--- src/rtl/alarm_pkg.sv ---
// Shared types and widths for the alarm sequencer: FSM state, BCD time and
// minute-counter widths.
package alarm_pkg;

  localparam int MIN_CNT_W  = 4;
  localparam int SNZ_USED_W = 2;

  typedef logic [15:0] bcd_time_t;

  typedef enum logic [1:0] {
    ST_IDLE     = 2'd0,
    ST_RINGING  = 2'd1,
    ST_SNOOZING = 2'd2,
    ST_DONE     = 2'd3
  } alarm_state_t;

  typedef struct packed {
    alarm_state_t         state;
    logic [MIN_CNT_W-1:0] ring_left;
  } alarm_dbg_t;

endpackage

--- src/rtl/minute_countdown.sv ---
// Loadable 4-bit down-counter stepped by minute pulses. It saturates at zero and
// pulses o_tc on the step that takes it from 1 to 0.
module minute_countdown
  import alarm_pkg::*;
(
  input  logic                 clk,
  input  logic                 rst_n,
  input  logic                 i_clear,
  input  logic                 i_load,
  input  logic [MIN_CNT_W-1:0] i_load_val,
  input  logic                 i_step,
  output logic [MIN_CNT_W-1:0] o_count,
  output logic                 o_tc
);

  logic [MIN_CNT_W-1:0] r_count;

  always_ff @(posedge clk or negedge rst_n) begin
    if (!rst_n) begin
      r_count <= '0;
    end else if (i_clear) begin
      r_count <= '0;
    end else if (i_load) begin
      r_count <= i_load_val;
    end else if (i_step && (r_count != '0)) begin
      r_count <= r_count - 1'b1;
    end
  end

  // Clear and load take precedence over a step, so no terminal pulse is raised then.
  assign o_tc    = i_step && !i_clear && !i_load && (r_count == MIN_CNT_W'(1));
  assign o_count = r_count;

endmodule

--- src/rtl/alarm_sequencer.sv ---
// Alarm sequencing controller: arms, rings, snoozes a limited number of times,
// times out ringing, and waits out the matching minute before re-arming.
module alarm_sequencer
  import alarm_pkg::*;
#(
  parameter int SNOOZE_MINUTES       = 9,
  parameter int RING_TIMEOUT_MINUTES = 10,
  parameter int MAX_SNOOZES          = 3
) (
  input  logic                  clk256,
  input  logic                  reset,
  input  logic                  one_minute,
  input  logic                  snooze,
  input  logic                  stop_alarm,
  input  logic                  alarm_enable,
  input  bcd_time_t             current_time,
  input  bcd_time_t             alarm_time,
  output logic                  sound_alarm,
  output logic                  snoozing,
  output logic [MIN_CNT_W-1:0]  snooze_left,
  output logic [SNZ_USED_W-1:0] snoozes_used,
  output logic                  armed,
  output alarm_dbg_t            dbg
);

  localparam logic [MIN_CNT_W-1:0]  SNZ_LOAD  = MIN_CNT_W'(SNOOZE_MINUTES);
  localparam logic [MIN_CNT_W-1:0]  RING_LOAD = MIN_CNT_W'(RING_TIMEOUT_MINUTES);
  localparam logic [SNZ_USED_W-1:0] SNZ_MAX   = SNZ_USED_W'(MAX_SNOOZES);

  alarm_state_t          r_state;
  alarm_state_t          w_next_state;
  logic                  r_sound;
  logic                  r_snoozing;
  logic                  r_armed;
  logic [SNZ_USED_W-1:0] r_snoozes_used;

  logic                  w_same_time;
  logic                  w_match;
  logic                  w_abort;
  logic                  w_snz_load;
  logic                  w_snz_step;
  logic                  w_snz_clear;
  logic                  w_snz_tc;
  logic                  w_ring_load;
  logic                  w_ring_step;
  logic                  w_ring_tc;
  logic [MIN_CNT_W-1:0]  w_snz_count;
  logic [MIN_CNT_W-1:0]  w_ring_count;

  assign w_same_time = (current_time == alarm_time);
  assign w_match     = alarm_enable && w_same_time;
  assign w_abort     = !alarm_enable || stop_alarm;

  // Disable beats stop, stop beats snooze, snooze beats the minute pulse.
  assign w_snz_load  = (r_state == ST_RINGING) && !w_abort && snooze
                       && (r_snoozes_used < SNZ_MAX);
  assign w_snz_step  = (r_state == ST_SNOOZING) && !w_abort && one_minute;
  assign w_snz_clear = (r_state == ST_SNOOZING) && w_abort;
  assign w_ring_step = (r_state == ST_RINGING) && !w_abort && !w_snz_load && one_minute;
  assign w_ring_load = ((r_state == ST_IDLE) && w_match) || w_snz_tc;

  minute_countdown u_snooze_timer (
    .clk        (clk256),
    .rst_n      (reset),
    .i_clear    (w_snz_clear),
    .i_load     (w_snz_load),
    .i_load_val (SNZ_LOAD),
    .i_step     (w_snz_step),
    .o_count    (w_snz_count),
    .o_tc       (w_snz_tc)
  );

  // Ring timeout counts down from the limit; reaching zero ends the event.
  minute_countdown u_ring_timer (
    .clk        (clk256),
    .rst_n      (reset),
    .i_clear    (1'b0),
    .i_load     (w_ring_load),
    .i_load_val (RING_LOAD),
    .i_step     (w_ring_step),
    .o_count    (w_ring_count),
    .o_tc       (w_ring_tc)
  );

  always_comb begin
    w_next_state = r_state;
    case (r_state)
      ST_IDLE: begin
        if (w_match) w_next_state = ST_RINGING;
      end
      ST_RINGING: begin
        if (w_abort)         w_next_state = ST_DONE;
        else if (w_snz_load) w_next_state = ST_SNOOZING;
        else if (w_ring_tc)  w_next_state = ST_DONE;
      end
      ST_SNOOZING: begin
        if (w_abort)       w_next_state = ST_DONE;
        else if (w_snz_tc) w_next_state = ST_RINGING;
      end
      ST_DONE: begin
        if (alarm_enable && !w_same_time) w_next_state = ST_IDLE;
      end
      default: w_next_state = ST_IDLE;
    endcase
  end

  always_ff @(posedge clk256 or negedge reset) begin
    if (!reset) begin
      r_state        <= ST_IDLE;
      r_sound        <= 1'b0;
      r_snoozing     <= 1'b0;
      r_armed        <= 1'b0;
      r_snoozes_used <= '0;
    end else begin
      r_state    <= w_next_state;
      r_sound    <= (w_next_state == ST_RINGING);
      r_snoozing <= (w_next_state == ST_SNOOZING);
      r_armed    <= (w_next_state == ST_IDLE) && alarm_enable;
      if ((r_state == ST_IDLE) && w_match) begin
        r_snoozes_used <= '0;
      end else if (w_snz_load && (r_snoozes_used != '1)) begin
        r_snoozes_used <= r_snoozes_used + 1'b1;
      end
    end
  end

  assign sound_alarm   = r_sound;
  assign snoozing      = r_snoozing;
  assign snooze_left   = w_snz_count;
  assign snoozes_used  = r_snoozes_used;
  assign armed         = r_armed;
  assign dbg.state     = r_state;
  assign dbg.ring_left = w_ring_count;

endmodule

--- config.mk ---
export PLATFORM = sky130hd
export DESIGN_NAME = alarm_sequencer
export DESIGN_NICKNAME = d
export VERILOG_FILES = /design/src/rtl/alarm_pkg.sv /design/src/rtl/minute_countdown.sv /design/src/rtl/alarm_sequencer.sv
export SDC_FILE = /design/constraint.sdc
export NUM_CORES = 1
export LEC_CHECK = 0
export ABC_AREA = 1
export BUFFER_PORTS_ARGS = -buffer_cell sky130_fd_sc_hd__buf_2
export CAP_MARGIN = 0
export CORE_ASPECT_RATIO = 0.75
export CORE_MARGIN = 3
export CORE_UTILIZATION = 40
export CTS_CLUSTER_SIZE = 20
export DETAILED_ROUTE_END_ITERATION = 12
export PLACE_DENSITY = 0.82
export SYNTH_ARGS = -nofsm -noshare
export SYNTH_HDL_FRONTEND = slang
export SYNTH_SLANG_ARGS = --single-unit
--- constraint.sdc ---
create_clock -name clk256 -period 1.37 [get_ports clk256]
set_input_delay 0.0685 -clock clk256 [delete_from_list [all_inputs] [get_ports clk256]]
set_output_delay 0.0685 -clock clk256 [all_outputs]
set_load 0.02 [all_outputs]
After elaboration in Yosys (flattened, before gate mapping)
Cells that the tools add are included.
- equality and inequality tests: 9
- reductions and logical operators: 35
- muxes and demuxes: 15
- add/sub/neg operators: 3
- $lt $le $gt $ge: 1
- operators with widths (cell ; count):
    logical AND 1 bit ; 20
    2-to-1 mux 4 bit ; 5
    2-to-1 mux 2 bit ; 9
    == test 16 bit ; 1
    == test 4 x 1 -> 1 bit, second input constant ; 2
    one-hot mux 2 bit (4 select lines) ; 1
    nonzero test 4 bit ; 2
    subtractor 4 x 1 -> 4 bit, second input constant ; 2
    == test 2 bit, second input constant ; 3
    logical NOT 1 bit ; 6
    == test 2 x 1 -> 1 bit, second input constant ; 2
    logical NOT 2 bit ; 2
    nonzero test 2 bit ; 2
    nonzero test 3 bit ; 1
    adder 2 x 1 -> 2 bit, second input constant ; 1
    logical OR 1 bit ; 2
    less-than comparator 2 bit, second input constant ; 1
    != test 2 bit, second input constant ; 1
- logic and storage cells: 70
- output and inout port bits: 15
- input bits: 38
- flip-flop bits (word level): 15

Depth between registers and ports, before layout
Gate-level depths: netlist of the first run.
- word-level depth: 19
- mapped depth: 13
- gate-level depth less buffers: 13

Hierarchy
Synthesis of the first run repeated with hierarchy kept, for this count alone.
- cells, all modules: 239
- area total of the unflattened synthesis: 1432.6 um^2
- modules (own cells, without submodules) (module ; cells each ; instances ; area an instance (um^2) ; sequential area each (um^2)):
    alarm_sequencer ; 145 ; 1 ; 787.0 ; 175.2
    minute_countdown ; 47 ; 2 ; 322.8 ; 100.1

Worst setup path after synthesis of the first run
OpenSTA, ideal clock, no wires.
- path type: reg-to-reg
- start point: register r_snoozes_used[0] (netlist: snoozes_used[0])
- end point: register r_sound (netlist: sound_alarm)
- period minus slack after synthesis: 1632 ps
- stages on the path, launching flop included: 9
- required time: 1258 ps
- library setup time: 112 ps
- buffers on the path: 0
- setup slack: -262 ps
- arrival time: 1521 ps
- cells stage by stage: dfrtp_1 > ha_1 > nand3b_2 > nor2_8 > inv_1 > nand2_1 > nand4_2 > nand2_2 > inv_2
- word-level cells in the longest chain between the ends: 14
- elaborated cells between the ends (all ways): 18
- those cells by class: 1 x order compare; 1 x eq/ne; 6 x mux; 10 x reduce/logical
- RTL lines (element ; line ; text):
    start, declared ; alarm_sequencer.sv:35 ; logic [SNZ_USED_W-1:0] r_snoozes_used;
    start signal, assigned ; alarm_sequencer.sv:122 ; r_snoozes_used <= r_snoozes_used + 1'b1;
    less-than comparator 2 bit (*) ; alarm_sequencer.sv:56 ; && (r_snoozes_used < SNZ_MAX);
    logical AND 1 bit (*) ; alarm_sequencer.sv:56 ;
    logical NOT 1 bit ; minute_countdown.sv:31, alarm_sequencer.sv:59 ;
    logical AND 1 bit (2 in a row) ; minute_countdown.sv:31 ; assign o_tc = i_step && !i_clear && !i_load && (r_count == MIN_CNT_W'(1));
    logical OR 1 bit ; alarm_sequencer.sv:60 ; assign w_ring_load = ((r_state == ST_IDLE) && w_match) || w_snz_tc;
    logical NOT 1 bit ; minute_countdown.sv:31 ;
    logical AND 1 bit (2 in a row) ; minute_countdown.sv:31 ;
    2-to-1 mux 2 bit ; alarm_sequencer.sv:94 ; else if (w_ring_tc) w_next_state = ST_DONE;
    2-to-1 mux 2 bit ; alarm_sequencer.sv:93 ; else if (w_snz_load) w_next_state = ST_SNOOZING;
    2-to-1 mux 2 bit ; alarm_sequencer.sv:92 ; if (w_abort) w_next_state = ST_DONE;
    one-hot mux 2 bit (4 select lines) (*) ; alarm_sequencer.sv:87 ; case (r_state)
    net w_next_state[0] ; alarm_sequencer.sv:31 ; alarm_state_t w_next_state;
    == test 2 x 1 -> 1 bit (*) ; alarm_sequencer.sv:116 ; r_sound <= (w_next_state == ST_RINGING);
    end signal, assigned ; alarm_sequencer.sv:116 ;
    end, declared ; alarm_sequencer.sv:32 ; logic r_sound;
Mark *: on every way through the listed nets, which the timed path passes. The rest lies on a longest branch.
A chain may end at the register's enable or synchronous reset.

Final worst setup path of the first run
- start point: register r_snoozes_used[1] (netlist: snoozes_used[1])
- end point: register r_sound (netlist: sound_alarm)
The elaborated chain is that of the path after synthesis.

==> impl_summary.log, run 1 <==
INFO  metric fin_skew = 0.00264 ns
INFO  metric cts_sinks = 15
INFO  metric multiplexer_share_of_the_synthesized_area = 0
INFO  metric htree_num_levels = 1
INFO  metric cts_buffers = 3
INFO  metric synth_compound_gate_area_share = 0.0543
INFO  metric power_density = 1700 nW/µm²
INFO  metric clock_period_minus_final_worst_setup_slack = 1.43 ns
INFO  metric async_flop_share = 1.00
INFO  metric worstPathArrival = 1.63 ns
INFO  metric status = finished with violations
INFO  metric synth_enable_flop_cells = 0
INFO  metric setup_viol_count_final = 7
INFO  metric floorplan.rows = 17
INFO  metric timing.final.crit_share = 1.04
INFO  metric placement.io_buffers = 52
INFO  metric finalSetupTns = -0.210 ns
INFO  metric synth.avg_cell_area = 6.53 µm²
INFO  metric worstPathMaxFanout = 4
INFO  metric die_area = 3880 µm²
INFO  metric net_count_reported_at_finish = 308
INFO  metric most-common-layout-cells = 57 x sky130_fd_sc_hd__nand2_1, 52 x sky130_fd_sc_hd__buf_2, 37 x sky130_fd_sc_hd__inv_1
INFO  metric drt_wl_total = 2820 µm
INFO  metric crit_path_launch = snoozes_used[1]
INFO  metric post-dp-hpwl = 2390 µm
INFO  metric synthXorXnorAreaFrac = 0.0208
INFO  metric crit_type = reg -> reg
INFO  metric route.vias.total = 1,333
INFO  metric post-synth-top-area-cell = sky130_fd_sc_hd__dfrtp_1
INFO  metric routabilityCongestion = 0.787
INFO  metric final_util = 0.597
INFO  metric buffer_levels_on_the_longest_clock_path = 2
INFO  metric reg2reg_from = snoozes_used[1]
INFO  metric first_global_vias = 1,235
INFO  metric p_switching = 1.42 mW
INFO  metric comb_power_share = 0.595
INFO  metric yosysWarnings = 0
INFO  metric synth.yosys.seq_area_share = 0.296
INFO  metric drt_pre_antenna_iters = 4
INFO  metric power.leakage = 1.10 nW
INFO  metric drc_errors = 0
INFO  metric post-place-cells = 295
INFO  metric cp_data_required_time = 1.57 ns
INFO  metric die_x = 71.0 µm
INFO  metric synth-adder-area-share = 0.0593
INFO  metric failed_checks = setup timing
INFO  metric syn_inst = 194
INFO  metric hold_path_end = armed
INFO  metric max_rail_drop_vdd = 0.000887 V
INFO  metric chipHeight = 54.7 µm
INFO  metric clock_power_share = 0.124
INFO  metric critical_path.startpoint_type = flop
INFO  metric netlist.area_leader.share = 0.296
INFO  metric reg2regPathDepth = 11
INFO  metric switching_share = 0.471
INFO  metric setup_slack_of_the_critical_path_after_layout = -0.0582 ns
INFO  metric syn_nets = 238
INFO  metric placeableCoreArea = 2980 µm²
INFO  metric insertion_delay = 0.26 ns
INFO  metric report.final.hold_viol_count = 0
INFO  metric ys.flop_type = sky130_fd_sc_hd__dfrtp_1
INFO  metric antenna_violations_before_repair = 0
INFO  metric synth.top_cells.by_area = sky130_fd_sc_hd__dfrtp_1 30%, sky130_fd_sc_hd__nand2_1 17%, sky130_fd_sc_hd__inv_1 12%
INFO  metric grt_setup_unrepaired = true
INFO  metric report.power.total = 3.02 mW
INFO  metric clk_transition_reported_paths = 0.07 ns
INFO  metric synth_area = 1270 µm²
INFO  metric synthDistinctLibCells = 27
INFO  metric worst_hold_depth = 3
INFO  metric synth_simple_gate_area_share = 0.445
INFO  metric area.growth.synth_to_final = 40.4%
INFO  metric tritoncts_clock_tree = done
INFO  metric synth_seq_cells = 15
INFO  metric cp-end-kind = flop
INFO  metric global_route_wire_length_before_repair = 4930 µm
INFO  metric placement.setup.worst_slack = -0.108 ns
INFO  metric grt_start_max_net_pins = 16
INFO  metric slew-limit-headroom = 0.769
INFO  metric grt_overflow = 0
INFO  metric diodes = 0
INFO  metric drv.max_cap_violation_count = 0
INFO  metric drtIter0Drc = 42
INFO  metric post_layout_nonfiller_instances = 301
INFO  metric maxClockFrequency = 700 MHz
INFO  metric critical_path.reg2reg.endpoint = sound_alarm
INFO  metric cts.root.buffer_cell = sky130_fd_sc_hd__clkbuf_8
INFO  metric worst_slew_pin_slew = 0.347 ns
INFO  metric final.fill_count = 281
INFO  metric grtUsageTotal = 0.160
INFO  metric r2r_slack = -0.06 ns
INFO  metric internal_power = 1.60 mW
INFO  metric seq_power_share = 0.281
INFO  metric timing_max_transition_violations_final = 0
INFO  metric final_antenna_net_count = 0
INFO  metric detail_route.vias_per_cell = 4.43
INFO  metric worst_hold_path_type = in -> reg
INFO  metric largest_family_of_logic_cells_by_synthesized_area = simple AND/OR/NAND/NOR gates
INFO  metric layout.cells.most_common = sky130_fd_sc_hd__nand2_1
INFO  metric top_level_ports = 53
INFO  metric initial_core_util = 0.425
INFO  metric min-delay-start = alarm_enable
INFO  metric drt_wl_cell = 9.38 µm
INFO  metric share_of_layout_cells_above_drive_strength_1 = 0.376
[logic make-up after synthesis]
group	after synthesis
flops	15
compound gates	11
xor+xnor	3
fa+ha+maj	6
simple gates	117
buf+inv	42
[power by group through the flow]
| stage | clock network (mW) | registers (mW) | logic, mW |
|---|---|---|---|
| floorplan | 0 | 1.11 | 0.864 |
| global placement | 0 | 0.839 | 1.67 |
| detailed placement | 0 | 0.849 | 1.71 |
| CTS | 0.378 | 0.849 | 1.81 |
| global route | 0.393 | 0.882 | 2.04 |
| finish | 0.375 | 0.849 | 1.80 |
[cells in the mapped netlist (2+ instances only)]
cell type,n
sky130_fd_sc_hd__nor2_8,2
sky130_fd_sc_hd__nand3_2,3
sky130_fd_sc_hd__inv_2,3
sky130_fd_sc_hd__xor2_1,3
sky130_fd_sc_hd__o211ai_1,3
sky130_fd_sc_hd__inv_1,39
sky130_fd_sc_hd__nor3_1,2
sky130_fd_sc_hd__nand2_2,3
sky130_fd_sc_hd__ha_1,6
sky130_fd_sc_hd__nor2_1,31
sky130_fd_sc_hd__nand2_1,59
sky130_fd_sc_hd__dfrtp_1,15
sky130_fd_sc_hd__nor2_2,2
sky130_fd_sc_hd__nand3_1,6
sky130_fd_sc_hd__a21oi_1,5
[final cells by class]
cell class	instances	area [µm²]	share of cell area
Multi-Input combinational cell	137	786	0.442
Sequential cell	15	380	0.214
Timing Repair Buffer	65	360	0.203
Inverter	42	158	0.0887
Tap cell	38	47.5	0.0267
Clock buffer	3	41.3	0.0232
Clock inverter	1	5.00	0.00281
[worst max-delay path by stage]
stage	end	slack (ns)	cells after the start
3_3_place_gp	sound_alarm	-0.02	8
2_1_floorplan	sound_alarm	-0.07	8
3_5_place_dp	sound_alarm	-0.11	9
4_1_cts	sound_alarm	-0.05	11
5_1_grt	armed	-0.17	7
6_report	sound_alarm	-0.06	11
[state kept, by name (all words and copies together), names as in the netlist]
signal	cells
r_state	2
armed	1
sound_alarm	1
snoozing	1
u_ring_timer.o_count	4
snoozes_used	2
u_snooze_timer.o_count	4
[timing repair]
item	CTS	global route
endpoints found under the setup margin	13	15
gates resized for setup	7	2
pin swaps	0	2
hold buffers	1	0
endpoints found under the hold margin	15	0
setup buffers	1	0
[critical path, cell delays in order, from the launching register on]
cell,delay [ns]
sky130_fd_sc_hd__dfrtp_2,0.42
sky130_fd_sc_hd__ha_4,0.15
sky130_fd_sc_hd__nand3b_4,0.17
sky130_fd_sc_hd__nor2_8,0.12
sky130_fd_sc_hd__nor3_4,0.06
sky130_fd_sc_hd__nand2_1,0.06
sky130_fd_sc_hd__nand2_1,0.05
sky130_fd_sc_hd__nand2_1,0.07
sky130_fd_sc_hd__nand3_2,0.09
sky130_fd_sc_hd__inv_2,0.09
sky130_fd_sc_hd__nand2_2,0.06
sky130_fd_sc_hd__inv_2,0.04
[per-stage QoR]
step,cell area [µm²],hold slack (ns)
after floorplan,1290,-0.227
after global placement,1680,-0.0142
after detailed placement,1680,-0.00247
after CTS,1780,0.136
after global routing,1780,0.157
final,1780,0.135
[layer usage]
layer,routed length (µm),share of wire,GRT usage
met5,0,0,0
met4,31,0.011,0.0375
met3,193,0.068,0.0477
met2,1260,0.45,0.272
met1,1340,0.47,0.203
Power figures use the tool's default switching activity.
==> run 2: changes to the inputs <==
--- a/config.mk
+++ b/config.mk
@@ -14,6 +14,7 @@
 export CTS_CLUSTER_SIZE = 20
 export DETAILED_ROUTE_END_ITERATION = 12
 export PLACE_DENSITY = 0.82
+export REMOVE_ABC_BUFFERS = 1
 export SYNTH_ARGS = -nofsm -noshare
 export SYNTH_HDL_FRONTEND = slang
 export SYNTH_SLANG_ARGS = --single-unit
==> impl_summary.log, run 2 (synthesis gave the netlist of run 1 again) <==
INFO  metric timing.critical_path.slowest_stage_cell = sky130_fd_sc_hd__dfrtp_1
INFO  metric cp_data_required_time = 1.54 ns
INFO  metric chipHeight = 54.7 µm
INFO  metric global_route_wire_length_before_repair = 4640 µm
INFO  metric top_level_ports = 53
INFO  metric cts_buffers = 3
INFO  metric slew-limit-headroom = 0.777
INFO  metric fin_skew = 0.00344 ns
INFO  metric grtUsageTotal = 0.152
INFO  metric cts_sinks = 15
INFO  metric worst_slew_pin_slew = 0.335 ns
INFO  metric drtIter0Drc = 24
INFO  metric report.power.total = 3.05 mW
INFO  metric critical_path.max_stage_delay = 0.38 ns
INFO  metric initial_core_util = 0.425
INFO  metric insertion_delay = 0.25 ns
INFO  metric drt_wl_cell = 9.38 µm
INFO  metric first_global_vias = 1,189
INFO  metric die_x = 71.0 µm
INFO  metric floorplan.rows = 17
INFO  metric report.final.hold_viol_count = 0
INFO  metric grt_overflow = 0
INFO  metric die_area = 3880 µm²
INFO  metric max_rail_drop_vdd = 0.000714 V
INFO  metric layout.cells.most_common = sky130_fd_sc_hd__nand2_1
INFO  metric drc_errors = 0
INFO  metric status = finished with violations
INFO  metric drt_pre_antenna_iters = 4
INFO  metric antenna_violations_before_repair = 0
INFO  metric power_density = 1680 nW/µm²
INFO  metric htree_num_levels = 1
INFO  metric post-place-cells = 299
INFO  metric detail_route.vias_per_cell = 4.38
INFO  metric drv.max_cap_violation_count = 0
INFO  metric post-dp-hpwl = 2360 µm
INFO  metric setup_viol_count_final = 8
INFO  metric finalSetupTns = -0.368 ns
INFO  metric timing.final.crit_share = 1.06
INFO  metric share_of_layout_cells_above_drive_strength_1 = 0.379
INFO  metric power.leakage = 1.13 nW
INFO  metric placeableCoreArea = 2980 µm²
INFO  metric grt_start_max_net_pins = 16
INFO  metric maxClockFrequency = 691 MHz
INFO  metric timing_max_transition_violations_final = 0
INFO  metric post_layout_nonfiller_instances = 307
INFO  metric finalHoldWorstSlack = 0.157 ns
INFO  metric diodes = 0
INFO  metric crit_type = reg -> reg
INFO  metric clk_transition_reported_paths = 0.06 ns
INFO  metric area.growth.synth_to_final = 43.1%
INFO  metric final_antenna_net_count = 0
INFO  metric clock_period_minus_final_worst_setup_slack = 1.45 ns
INFO  metric grt_setup_unrepaired = true
INFO  metric cts.root.buffer_cell = sky130_fd_sc_hd__clkbuf_8
INFO  metric drt_wl_total = 2880 µm
INFO  metric placement.io_buffers = 52
INFO  metric tritoncts_clock_tree = done
INFO  metric setup_slack_of_the_critical_path_after_layout = -0.0768 ns
INFO  metric net_count_reported_at_finish = 314
INFO  metric worstPathArrival = 1.62 ns
INFO  metric failed_checks = setup timing
INFO  metric critical_path.startpoint_type = flop
INFO  metric final.fill_count = 281
INFO  metric crit_path_cell_chain = ha_1 > nand3b_4 > nor2_8 > inv_1 > nand2_2 > nand4_4 > nor3_2
INFO  metric worst_hold_path_type = in -> reg
INFO  metric most-common-layout-cells = 57 x sky130_fd_sc_hd__nand2_1, 52 x sky130_fd_sc_hd__buf_2, 37 x sky130_fd_sc_hd__inv_1
INFO  metric cp-end-kind = flop
INFO  metric route.vias.total = 1,344
INFO  metric worstPathMaxFanout = 4
INFO  metric buffer_levels_on_the_longest_clock_path = 2
INFO  metric routabilityCongestion = 0.842
run 2: cell count changes in the layout (fill, tap and decap cells not counted), sizes merged:
| cell | delta |
|---|---|
| buf | +6 |
run 2: final cells by class:
type / count / area (µm²) / share of cell area
Multi-Input combinational cell: 137 / 778 / 0.430
Timing Repair Buffer: 71 / 405 / 0.224
Sequential cell: 15 / 377 / 0.208
Inverter: 42 / 158 / 0.0870
Tap cell: 38 / 47.5 / 0.0262
Clock buffer: 3 / 41.3 / 0.0228
Clock inverter: 1 / 5.00 / 0.00276
run 2: critical path, delay by kind of cell, from the launching register on:
kind | cells | cell delay [ns]
adder cells (fa/ha/maj) | 1 | 0.19
buffers and inverters | 1 | 0.12
flip-flops | 1 | 0.38
AND/OR/NAND/NOR | 5 | 0.67
run 2: per-stage QoR:
| step | util | worst slack, ns | area, µm² |
|---|---|---|---|
| floorplan | - | -0.262 | 1270 |
| global placement | 0.566 | -0.137 | 1690 |
| detailed placement | 0.566 | -0.169 | 1690 |
| CTS | 0.597 | -0.0705 | 1780 |
| global route | 0.608 | -0.212 | 1810 |
| finish | 0.608 | -0.0768 | 1810 |
run 2: path summary, 6_finish.rpt:
kind	start	end	slack, ns	cells past startpoint
hold / removal	alarm_enable	armed	0.16	3
setup / recovery	snoozes_used[0]	armed	-0.08	7
max in group asynchronous	reset	r_state[0]	0.85	2
min in group asynchronous	reset	u_snooze_timer.o_count[3]	0.25	2
hold reg to reg	u_ring_timer.o_count[3]	u_ring_timer.o_count[3]	0.59	2
setup reg to reg	snoozes_used[0]	armed	-0.08	7
run 2: timing repair:
item,CTS,global route
resized for setup,5,8
endpoints found under the hold margin,15,0
hold buffers,1,0
buffers inserted,1,2
pin swaps,2,3
endpoints found under the setup margin,15,15
run 2: per-layer routing:
layer,up-vias,part of all wire,GRT usage
met1,574,0.46,0.188
met4,0,0.012,0.0438
li1,735,-,-
met5,-,0,0
met2,30,0.47,0.268
met3,5,0.053,0.0404
run 2: where the power goes:
part	switching, mW	internal [mW]
clock	0.161	0.201
combinational	1.07	0.775
sequential	0.184	0.652
==> run 3: changes to the inputs <==
--- a/config.mk
+++ b/config.mk
@@ -10,10 +10,10 @@
 export CAP_MARGIN = 0
 export CORE_ASPECT_RATIO = 0.75
 export CORE_MARGIN = 3
-export CORE_UTILIZATION = 40
+export CORE_UTILIZATION = 43
 export CTS_CLUSTER_SIZE = 20
 export DETAILED_ROUTE_END_ITERATION = 12
-export PLACE_DENSITY = 0.82
+export PLACE_DENSITY_LB_ADDON = 0.25
 export REMOVE_ABC_BUFFERS = 1
 export SYNTH_ARGS = -nofsm -noshare
 export SYNTH_HDL_FRONTEND = slang
==> impl_summary.log, run 3 (synthesis gave the netlist of run 1 again) <==
INFO  metric drtIter0Drc = 32
INFO  metric cts_sinks = 15
INFO  metric switching_share = 0.466
INFO  metric power.leakage = 1.15 nW
INFO  metric drt_wl_cell = 9.87 µm
INFO  metric insertion_delay = 0.25 ns
INFO  metric setup_viol_count_final = 7
INFO  metric worst_hold_path_type = in -> reg
INFO  metric cp_data_required_time = 1.51 ns
INFO  metric first_global_vias = 1,090
INFO  metric die_area = 3640 µm²
INFO  metric diodes = 0
INFO  metric fin_skew = 0.000394 ns
INFO  metric final.fill_count = 235
INFO  metric setup_slack_of_the_critical_path_after_layout = -0.0950 ns
INFO  metric stdcell_area = 1860 µm²
INFO  metric drc_errors = 0
INFO  metric power_density = 1710 nW/µm²
INFO  metric worst_slew_pin_slew = 0.354 ns
INFO  metric worstPathBufferInverterCount = 1
INFO  metric tritoncts_clock_tree = done
INFO  metric placement.io_buffers = 52
INFO  metric post-dp-hpwl = 2320 µm
INFO  metric placeableCoreArea = 2700 µm²
INFO  metric initial_core_util = 0.469
INFO  metric clock_period_minus_final_worst_setup_slack = 1.46 ns
INFO  metric timing_max_transition_violations_final = 0
INFO  metric share_of_layout_cells_above_drive_strength_1 = 0.413
INFO  metric timing.critical_path.slowest_stage_cell = sky130_fd_sc_hd__dfrtp_1
INFO  metric cp-end-kind = flop
INFO  metric reg2regPathDepth = 8
INFO  metric worst_hold_depth = 3
INFO  metric final_util = 0.687
INFO  metric drt_wl_total = 3030 µm
INFO  metric area.growth.synth_to_final = 46.5%
INFO  metric status = finished with violations
INFO  metric grt_setup_unrepaired = true
INFO  metric chipHeight = 53.0 µm
INFO  metric antenna_violations_before_repair = 0
INFO  metric max_rail_drop_vdd = 0.000944 V
INFO  metric die_x = 68.7 µm
INFO  metric placed_area = 1670 µm²
INFO  metric clk_transition_reported_paths = 0.06 ns
INFO  metric p_switching = 1.48 mW
INFO  metric cp.depth = 8
INFO  metric report.final.hold_viol_count = 0
INFO  metric crit_type = reg -> reg
INFO  metric post_layout_nonfiller_instances = 307
INFO  metric drt_pre_antenna_iters = 5
INFO  metric finalHoldWorstSlack = 0.165 ns
INFO  metric seq_power_share = 0.266
INFO  metric grtUsageTotal = 0.160
INFO  metric worstPathMaxFanout = 4
INFO  metric cts_buffers = 3
INFO  metric global_route_wire_length_before_repair = 4350 µm
INFO  metric grt_overflow = 0
INFO  metric placement.setup.worst_slack = -0.174 ns
INFO  metric failed_checks = setup timing
INFO  metric buffer_levels_on_the_longest_clock_path = 2
INFO  metric clock_power_share = 0.114
INFO  metric path_delay_family = simple AND/OR/NAND/NOR gates
INFO  metric routabilityCongestion = 0.801
INFO  metric top_level_ports = 53
INFO  metric critical_path.max_stage_delay = 0.38 ns
INFO  metric worstPathArrival = 1.60 ns
INFO  metric most-common-layout-cells = 56 x sky130_fd_sc_hd__nand2_1, 52 x sky130_fd_sc_hd__buf_2, 33 x sky130_fd_sc_hd__inv_1
INFO  metric slew-limit-headroom = 0.764
INFO  metric net_count_reported_at_finish = 316
INFO  metric grt_start_max_net_pins = 16
INFO  metric detail_route.vias_per_cell = 4.39
INFO  metric timing.final.crit_share = 1.07
INFO  metric cts.root.buffer_cell = sky130_fd_sc_hd__clkbuf_8
INFO  metric layout.cells.most_common = sky130_fd_sc_hd__nand2_1
INFO  metric crit_path_cell_chain = ha_1 > nand3b_4 > nor2_8 > nor3_4 > buf_4 > nand4_1 > xor2_1 > nand2_1
INFO  metric route.vias.total = 1,347
INFO  metric comb_power_share = 0.620
INFO  metric post-place-cells = 295
INFO  metric htree_num_levels = 1
INFO  metric final_antenna_net_count = 0
INFO  metric maxClockFrequency = 683 MHz
INFO  metric critical_path.startpoint_type = flop
INFO  metric internal_power = 1.70 mW
INFO  metric floorplan.rows = 16
INFO  metric drv.max_cap_violation_count = 0
## run 3: timing repair
| action | in CTS | in global routing |
|---|---|---|
| gates resized for setup | 4 | 21 |
| hold buffers | 1 | 0 |
| setup endpoints to repair | 15 | 15 |
| endpoints found under the hold margin | 15 | 0 |
| buffers inserted | 0 | 7 |
| pin swaps | 2 | 5 |
## run 3: worst paths after layout
kind / from / endpoint / slack, ns
worst max-delay path: snoozes_used[0] / u_ring_timer.o_count[3] / -0.09
worst min-delay path: alarm_enable / armed / 0.16
worst max register to register: snoozes_used[0] / u_ring_timer.o_count[3] / -0.09
worst min register to register: u_ring_timer.o_count[3] / u_ring_timer.o_count[3] / 0.56
max in group asynchronous: reset / u_ring_timer.o_count[0] / 0.83
min in group asynchronous: reset / armed / 0.26
## run 3: tightest hold or removal path, delay by kind of cell
| kind | cells | cell delay (ns) |
|---|---|---|
| buffers and inverters | 2 | 0.25 |
| AND/OR/NAND/NOR | 1 | 0.06 |
## run 3: layout make-up
type	count	area (µm²)	share of cell area
timing repair buffer	73	424	0.229
inverter	42	158	0.0850
tap	36	45.0	0.0243
clock buffer	4	45.0	0.0243
sequential	15	378	0.204
multi-input combinational	137	806	0.434
## run 3: routing by layer
layer,GRT usage,up-vias,wire [µm]
met3,0.0573,5,225
met1,0.204,572,1320
li1,-,739,-
met4,0.0297,0,20
met2,0.261,31,1470
met5,0,-,0
## run 3: metrics by stage
step | total power, mW | setup TNS [ns]
after floorplan | 1.93 | -2.44
after global placement | 2.53 | -1.13
after detailed placement | 2.55 | -1.42
after CTS | 2.97 | -0.351
after global routing | 3.46 | -1.42
final | 3.17 | -0.475
## run 3: power groups by stage
| stage | combinational [mW] | sequential, mW | clock, mW |
|---|---|---|---|
| floorplan | 0.850 | 1.08 | 0 |
| global placement | 1.71 | 0.815 | 0 |
| detailed placement | 1.73 | 0.820 | 0 |
| CTS | 1.78 | 0.821 | 0.369 |
| global route | 2.19 | 0.876 | 0.386 |
| finish | 1.97 | 0.843 | 0.362 |
